File: src/rtl/opc5ls_mem_arbiter.sv
// Round-robin arbiter sharing one 16-bit synchronous memory port between
// NREQ bus masters. A winner is granted and its address, data and direction
// are latched. The memory is strobed for WAIT_STATES+1 cycles, then a
// one-cycle ack returns the read data. A waiting master can be granted at
// the ack edge, so back-to-back accesses have no idle cycle between them.
module opc5ls_mem_arbiter #(
    parameter int NREQ        = 2,
    parameter int WAIT_STATES = 1
) (
    input  logic                 clk,
    input  logic                 reset,
    input  logic [NREQ-1:0]      req,
    input  logic [NREQ-1:0]      req_rnw,
    input  logic [16*NREQ-1:0]   req_addr,
    input  logic [16*NREQ-1:0]   req_wdata,
    output logic [NREQ-1:0]      gnt,
    output logic [NREQ-1:0]      ack,
    output logic [15:0]          rdata,
    output logic                 mem_en,
    output logic                 mem_rnw,
    output logic [15:0]          mem_addr,
    output logic [15:0]          mem_dout,
    input  logic [15:0]          mem_din
);

    localparam int IDX_W = $clog2(NREQ);
    localparam logic [3:0] WAIT_INIT = 4'(WAIT_STATES);

    localparam logic [1:0] ST_IDLE   = 2'd0;
    localparam logic [1:0] ST_ACCESS = 2'd1;
    localparam logic [1:0] ST_ACK    = 2'd2;

    logic [1:0]       state;
    logic [3:0]       wait_cnt;
    logic [IDX_W-1:0] last_ptr;   // most recently served master
    logic [IDX_W-1:0] owner;      // master currently holding the port

    logic [IDX_W-1:0] scan_base;
    logic [NREQ-1:0]  eligible;
    logic             arb_found;
    logic [IDX_W-1:0] arb_idx;
    int               cand;

    logic [NREQ-1:0]  sel_gnt;
    logic             sel_rnw;
    logic [15:0]      sel_addr;
    logic [15:0]      sel_wdata;

    // Round-robin pick: first asserted request after scan_base, wrapping.
    // In the ack cycle the finishing master is excluded and becomes the base.
    always_comb begin
        // NOTE: every output of this block gets a default first, so no path
        // leaves a value unassigned and no latch is inferred.
        scan_base = last_ptr;
        eligible  = req;
        arb_found = 1'b0;
        arb_idx   = '0;
        cand      = 0;
        if (state == ST_ACK) begin
            scan_base       = owner;
            eligible[owner] = 1'b0;
        end
        for (int k = 1; k <= NREQ; k++) begin
            cand = (int'(scan_base) + k) % NREQ;
            if (!arb_found && eligible[cand[IDX_W-1:0]]) begin
                arb_found = 1'b1;
                arb_idx   = cand[IDX_W-1:0];
            end
        end
    end

    // Select the winner's bus fields and build its one-hot grant.
    always_comb begin
        sel_gnt          = '0;
        sel_gnt[arb_idx] = 1'b1;
        sel_rnw          = req_rnw[arb_idx];
        sel_addr         = req_addr[16*int'(arb_idx) +: 16];
        sel_wdata        = req_wdata[16*int'(arb_idx) +: 16];
    end

    // Access sequencer: grant, hold the memory strobe, capture data, ack.
    always_ff @(posedge clk) begin
        // NOTE: reset is synchronous, so it is tested inside the clocked
        // block; an access in flight is dropped without an ack.
        if (reset) begin
            state    <= ST_IDLE;
            wait_cnt <= '0;
            last_ptr <= IDX_W'(NREQ - 1);
            owner    <= '0;
            gnt      <= '0;
            ack      <= '0;
            rdata    <= '0;
            mem_en   <= 1'b0;
            mem_rnw  <= 1'b1;
            mem_addr <= '0;
            mem_dout <= '0;
        end else begin
            // NOTE: non-blocking assignments let every register see the
            // pre-edge values of the others, independent of statement order.
            ack <= '0;
            case (state)
                ST_IDLE: begin
                    if (arb_found) begin
                        owner    <= arb_idx;
                        gnt      <= sel_gnt;
                        mem_en   <= 1'b1;
                        mem_rnw  <= sel_rnw;
                        mem_addr <= sel_addr;
                        mem_dout <= sel_wdata;
                        wait_cnt <= WAIT_INIT;
                        state    <= ST_ACCESS;
                    end
                end

                ST_ACCESS: begin
                    if (wait_cnt != 4'd0) begin
                        wait_cnt <= wait_cnt - 4'd1;
                    end else begin
                        if (mem_rnw) begin
                            rdata <= mem_din;
                        end
                        mem_en <= 1'b0;
                        ack    <= gnt;
                        state  <= ST_ACK;
                    end
                end

                ST_ACK: begin
                    last_ptr <= owner;
                    if (arb_found) begin
                        owner    <= arb_idx;
                        gnt      <= sel_gnt;
                        mem_en   <= 1'b1;
                        mem_rnw  <= sel_rnw;
                        mem_addr <= sel_addr;
                        mem_dout <= sel_wdata;
                        wait_cnt <= WAIT_INIT;
                        state    <= ST_ACCESS;
                    end else begin
                        gnt   <= '0;
                        state <= ST_IDLE;
                    end
                end

                default: begin
                    gnt    <= '0;
                    mem_en <= 1'b0;
                    state  <= ST_IDLE;
                end
            endcase
        end
    end

endmodule

File: config.mk
export PLATFORM = sky130hd
export DESIGN_NAME = opc5ls_mem_arbiter
export DESIGN_NICKNAME = d
export VERILOG_FILES = /design/src/rtl/opc5ls_mem_arbiter.sv
export SDC_FILE = /design/constraint.sdc
export NUM_CORES = 1
export LEC_CHECK = 0
export ABC_CLOCK_PERIOD_IN_PS = 4120
export CORE_ASPECT_RATIO = 0.9
export CORE_UTILIZATION = 40
export DETAILED_ROUTE_END_ITERATION = 10
export GPL_TIMING_DRIVEN = 0
export PLACE_DENSITY = 0.75
export SYNTH_ARGS = -nofsm -noshare
export SYNTH_HDL_FRONTEND = slang
export SYNTH_SLANG_ARGS = --single-unit
File: constraint.sdc
create_clock -name clk -period 4.12 [get_ports clk]
set_input_delay 0.824 -clock clk [delete_from_list [all_inputs] [get_ports clk]]
set_output_delay 0.824 -clock clk [all_outputs]
set_load 0.03 [all_outputs]
Word-level counts from Yosys, hierarchy flattened
Index checks and enable logic that the tools add are counted.
- shifts and indexed selects: 2
- bitwise logic cells: 4
- reduce and logical (&&, ||, !) cells: 15
- $lt $le $gt $ge: 6
- mux-type cells: 29
- equal/unequal tests: 6
- $add $sub $neg: 3
- operators with widths (kind ; count):
    $shiftx 32x6->16 ; 2
    $mux 1 ; 16
    $pmux 2 s3 ; 2
    $mux 2 ; 5
    $lt 1x2->1 const B ; 4
    $mux 4 ; 2
    $pmux 4 s2 ; 1
    $reduce_and 2->1 ; 4
    $ne 2x2->1 const B ; 3
    $reduce_and 3->1 ; 2
    $reduce_bool 4->1 ; 1
    $sub 4x1->4 const B ; 1
    $logic_and 1x1->1 ; 3
    $reduce_or 3->1 ; 1
    $add 1x1->1 const B ; 2
    $and 2x2->2 ; 1
    $demux 1 s1 ; 2
    $eq 2x1->1 const B ; 1
    $eq 2x2->1 const B ; 1
    $ge 1x1->1 const B ; 2
    $logic_not 2->1 ; 1
    $ne 2x1->1 const B ; 1
    $not 1->1 ; 2
    $not 2->2 ; 1
    4 further kinds ; 4
- word-level logic and storage cells: 76
- register bits after elaboration: 62

Longest topological paths before layout
- depth after elaboration: 19
- depth in mapped cells: 7
- depth with buffers taken out: 5

Worst setup path before layout
OpenSTA, ideal clock, no wires.
- path type: input -> register
- from: input port req[1]
- to: register mem_addr[1]
- data arrival time: 1.757 ns
- path buffers: 2
- slack: 2.230 ns
- cell stages on the path: 5
- required time: 3.987 ns
- path through: or3b_2 -> clkbuf_1 -> buf_2 -> nand4_1 -> o311ai_2
- word-level cells in the longest chain between the ends: 9
- elaborated cells on any way between the ends: 14
- ends and longest elaborated chain (element ; line ; source):
    start, declared ; 12 ; input logic [NREQ-1:0] req,
    $and 2x2->2 (no source line) ; - ;
    $mux 2 * ; 59 ; if (state == ST_ACK) begin
    $mux 1 (implied by the code) (2 in series) ; 65 ; if (!arb_found && eligible[cand[IDX_W-1:0]]) begin
    $mux 1 ; 65 ;
    $logic_not 1->1 ; 65 ;
    $logic_and 1x1->1 ; 65 ;
    $mux 1 ; 65 ;
    $shiftx 32x6->16 or $reduce_and 2->1 (tied branches) ; - ;
    end signal, assigned ; 108 ; mem_addr <= sel_addr;
    end signal, assigned ; 135 ; mem_addr <= sel_addr;
    end, declared ; 21 ; output logic [15:0] mem_addr,
Mark *: on every way between the ends. The rest lies on a longest branch, timed or not. The select of a mux whose other input is x is not followed.
A chain may end at the register's enable or synchronous reset.

Worst setup path after layout
- from: register gnt[0]
- to: output port gnt[0]
- RTL lines (element ; line ; source):
    start, declared ; 16 ; output logic [NREQ-1:0] gnt,
    start signal, assigned ; 105 ; gnt <= sel_gnt;
    start signal, assigned ; 132 ; gnt <= sel_gnt;
No word-level cell between the ends.

==> metrics.cfg <==
[outcome]
outcome=completed

[power_and_ir_drop]
power.leakage_nw=1.74
power_density_mw_per_mm2=353
power.ir.vdd_worst_v=0.000184

[critical_path]
worst-endpoint-arrival_ps=1410
worst_path_largest_cell_delay_ps=690
worst_setup_path_start_kind=flip-flop
worst_path_top_cell_family_by_delay=buffers and inverters
crit_buf_inv=1
critical_path_fanouts_max=3
worst-endpoint-required_ps=3300
slowest_stage=sky130_fd_sc_hd__clkdlybuf4s50_1
timing.setup.critical_path_class=reg -> out
critical_path_end_type=output port
cp_cell_sequence=clkdlybuf4s50_1

[sta]
fin_skew_ps=11.8
hold_viol_final=0
final.hold.worst_slack_ps=476
finalCriticalPeriod_ps=2230
worstMarginPinSlew_ps=529
setup_viol=0
setup_repair_after_global_routing_missed_its_margin=false
clock.fmax_mhz=448
layout_worst_path_cycle_share_pct=54.2
slew_headroom_pct=64.7
total_count_of_max_transition_violations_in_the_final_report=0
setup-tns-final_ps=0

[cts]
worstSkewPairLatency_ps=350
clkSinkCount=62
post_cts_buffers=0
max-clock-path-buffers=2
tritoncts=done
post_cts_hold_buffer_count=0
clk_pin_slew_worst_paths_ps=70
h-tree-depth=3
clk_root_buffer_cell=sky130_fd_sc_hd__clkbuf_8
cts_buffers=9
ctsResizeCount=0

[drt]
number_of_antenna_violating_nets_in_the_routed_design=0
drt_drc_violations_left=0
route.vias.total=3652
drt_wl_total_um=10500
wl_per_cell_um=16.0
drt_iter0_markers=176
drt_pre_antenna_iters=4
route.detailed.vias_per_inst=5.57

[logic_synthesis]
syn-instance-count=403
synth_top_flop_cell=sky130_fd_sc_hd__dfxtp_1
synth_edf_count=0
synthesis.nets=491
synth.avg_cell_area_um2=8.42
postSynth.asyncResetShare_pct=0
yosysWarnings=0
synth.yosys.seq_area_share_pct=36.6
syn_area_mm2=0.00339
ys_ff_latch=62
netlist-cell-type-count=43

[global_route]
m2_gr_usage_pct=38.7
antenna_found_initial=0
gr-total-overflow=0
fraction_of_met1_tracks_used_by_global_routing_pct=29.7
globalRouteTotalUtil_pct=23.7
grt_start_max_net_pins=12
busiest_layer=met2
first_global_vias=3372
grt_util_met3_pct=7.11
first_pass_grt_wire_length_um=16300

[layout]
antenna_cells_inserted=0
mostFrequentLayoutCells=138 x sky130_fd_sc_hd__clkdlybuf4s50_1, 83 x sky130_fd_sc_hd__nand4_1, 67 x sky130_fd_sc_hd__nor2b_1
layoutNonFillerInstCount=656
final_cell_area_mm2=0.00507
area_growth_syn_to_layout_pct=49.5
finish.net_count=640
postLayoutCoreUtil_pct=62.3
mostFrequentLayoutCell=sky130_fd_sc_hd__clkdlybuf4s50_1
share_of_post_route_cells_with_drive_strength_above_1_pct=8.44

[floorplanning]
die_height_um=89.4
dieArea_mm2=0.00886
ioPinCount=140
placeableCoreArea_mm2=0.00815
floorplan.rows=31
floorplan.initialDensity_pct=41.7
fp.dieW_um=99.1

[placement]
placement.cell_area_mm2=0.00490
dp_cells=640
port_buffers=138
weighted_congestion_at_the_end_of_routability_driven_global_placement=0.834
place_hpwl_um=7520

[worst_hold_path]
hold_path_class=reg -> reg

[run]
cap_viol_max_count=0

[logic make-up (layout without fill, tap and decap cells)]
kind of cell	count (synthesis)	after routing	share of synthesized area [%]
AOI/OAI and AO/OA	80	80	19.1
adders and majority gates	2	2	0.737
buffers and inverters	88	242	11.5
DFF	62	62	36.6
and+or+nand+nor	171	171	32.1
[area by class of cell]
type | instances | area (um2)
repair buffers | 138 | 1380
inverters | 38 | 143
multi-input cells | 253 | 1760
clock inverters | 6 | 37.5
fillers | 726 | 3070
flip-flops and latches | 62 | 1240
clock buffers | 10 | 138
well taps | 99 | 124
plain buffers | 50 | 246
[report_power, final]
group          total, W  switching (W)  internal [W]  leakage (nW)
logic          0.000608       0.000342      0.000266          1.15
clock network  0.000485       0.000254      0.000231        0.0841
registers      0.000697      0.0000386      0.000658         0.509
total           0.00179       0.000635       0.00116          1.74
[flip-flops by register name, summed over array words and instances (netlist names)]
signal	flops
wait_cnt	4
mem_en	1
last_ptr	1
state	2
mem_rnw	1
ack	2
mem_addr	16
mem_dout	16
rdata	16
gnt	2
owner	1
[routing by layer]
layer	part of all wire (%)	vias up
met5	0	-
met3	8.6	21
met1	44	1674
met2	46	161
met4	2.2	0
li1	-	1796
[path summary, 6_finish.rpt]
| check | from | endpoint | slack [ps] | depth (start not counted) |
|---|---|---|---|---|
| setup reg to reg | wait_cnt[0] | rdata[15] | 2320 | 7 |
| hold reg to reg | rdata[7] | rdata[7] | 480 | 2 |
| hold / removal | rdata[7] | rdata[7] | 480 | 2 |
| setup / recovery | gnt[0] | gnt[0] | 1890 | 1 |
[cells in the mapped netlist, types with 3 or more instances]
| cell | number | area share (%) |
|---|---|---|
| sky130_fd_sc_hd__o311ai_2 | 3 | 1.4 |
| sky130_fd_sc_hd__nor3b_1 | 3 | 0.66 |
| sky130_fd_sc_hd__buf_2 | 14 | 2.1 |
| sky130_fd_sc_hd__clkbuf_1 | 27 | 3.0 |
| sky130_fd_sc_hd__o311ai_1 | 27 | 7.0 |
| sky130_fd_sc_hd__o31ai_1 | 16 | 3.5 |
| sky130_fd_sc_hd__buf_6 | 5 | 1.7 |
| sky130_fd_sc_hd__nand3b_1 | 3 | 0.66 |
| sky130_fd_sc_hd__inv_1 | 37 | 4.1 |
| sky130_fd_sc_hd__dfxtp_1 | 62 | 37 |
| sky130_fd_sc_hd__nor2b_1 | 67 | 12 |
| sky130_fd_sc_hd__nand4_1 | 83 | 15 |
| sky130_fd_sc_hd__buf_1 | 3 | 0.33 |
| sky130_fd_sc_hd__a21oi_1 | 17 | 2.5 |
[tightest hold or removal path, delay by kind of cell (launching register included)]
kind	cells	cell delay [ps]
flip-flops	1	310
AO/OA/AOI/OAI	2	120
[stage by stage]
stage	power (W)	worst slack [ps]
floorplan	0.00106	2230
global placement	0.00130	1600
detailed placement	0.00131	1580
CTS	0.00179	1870
global route	0.00189	1750
finish	0.00179	1890
Power figures use the tool's default switching activity.
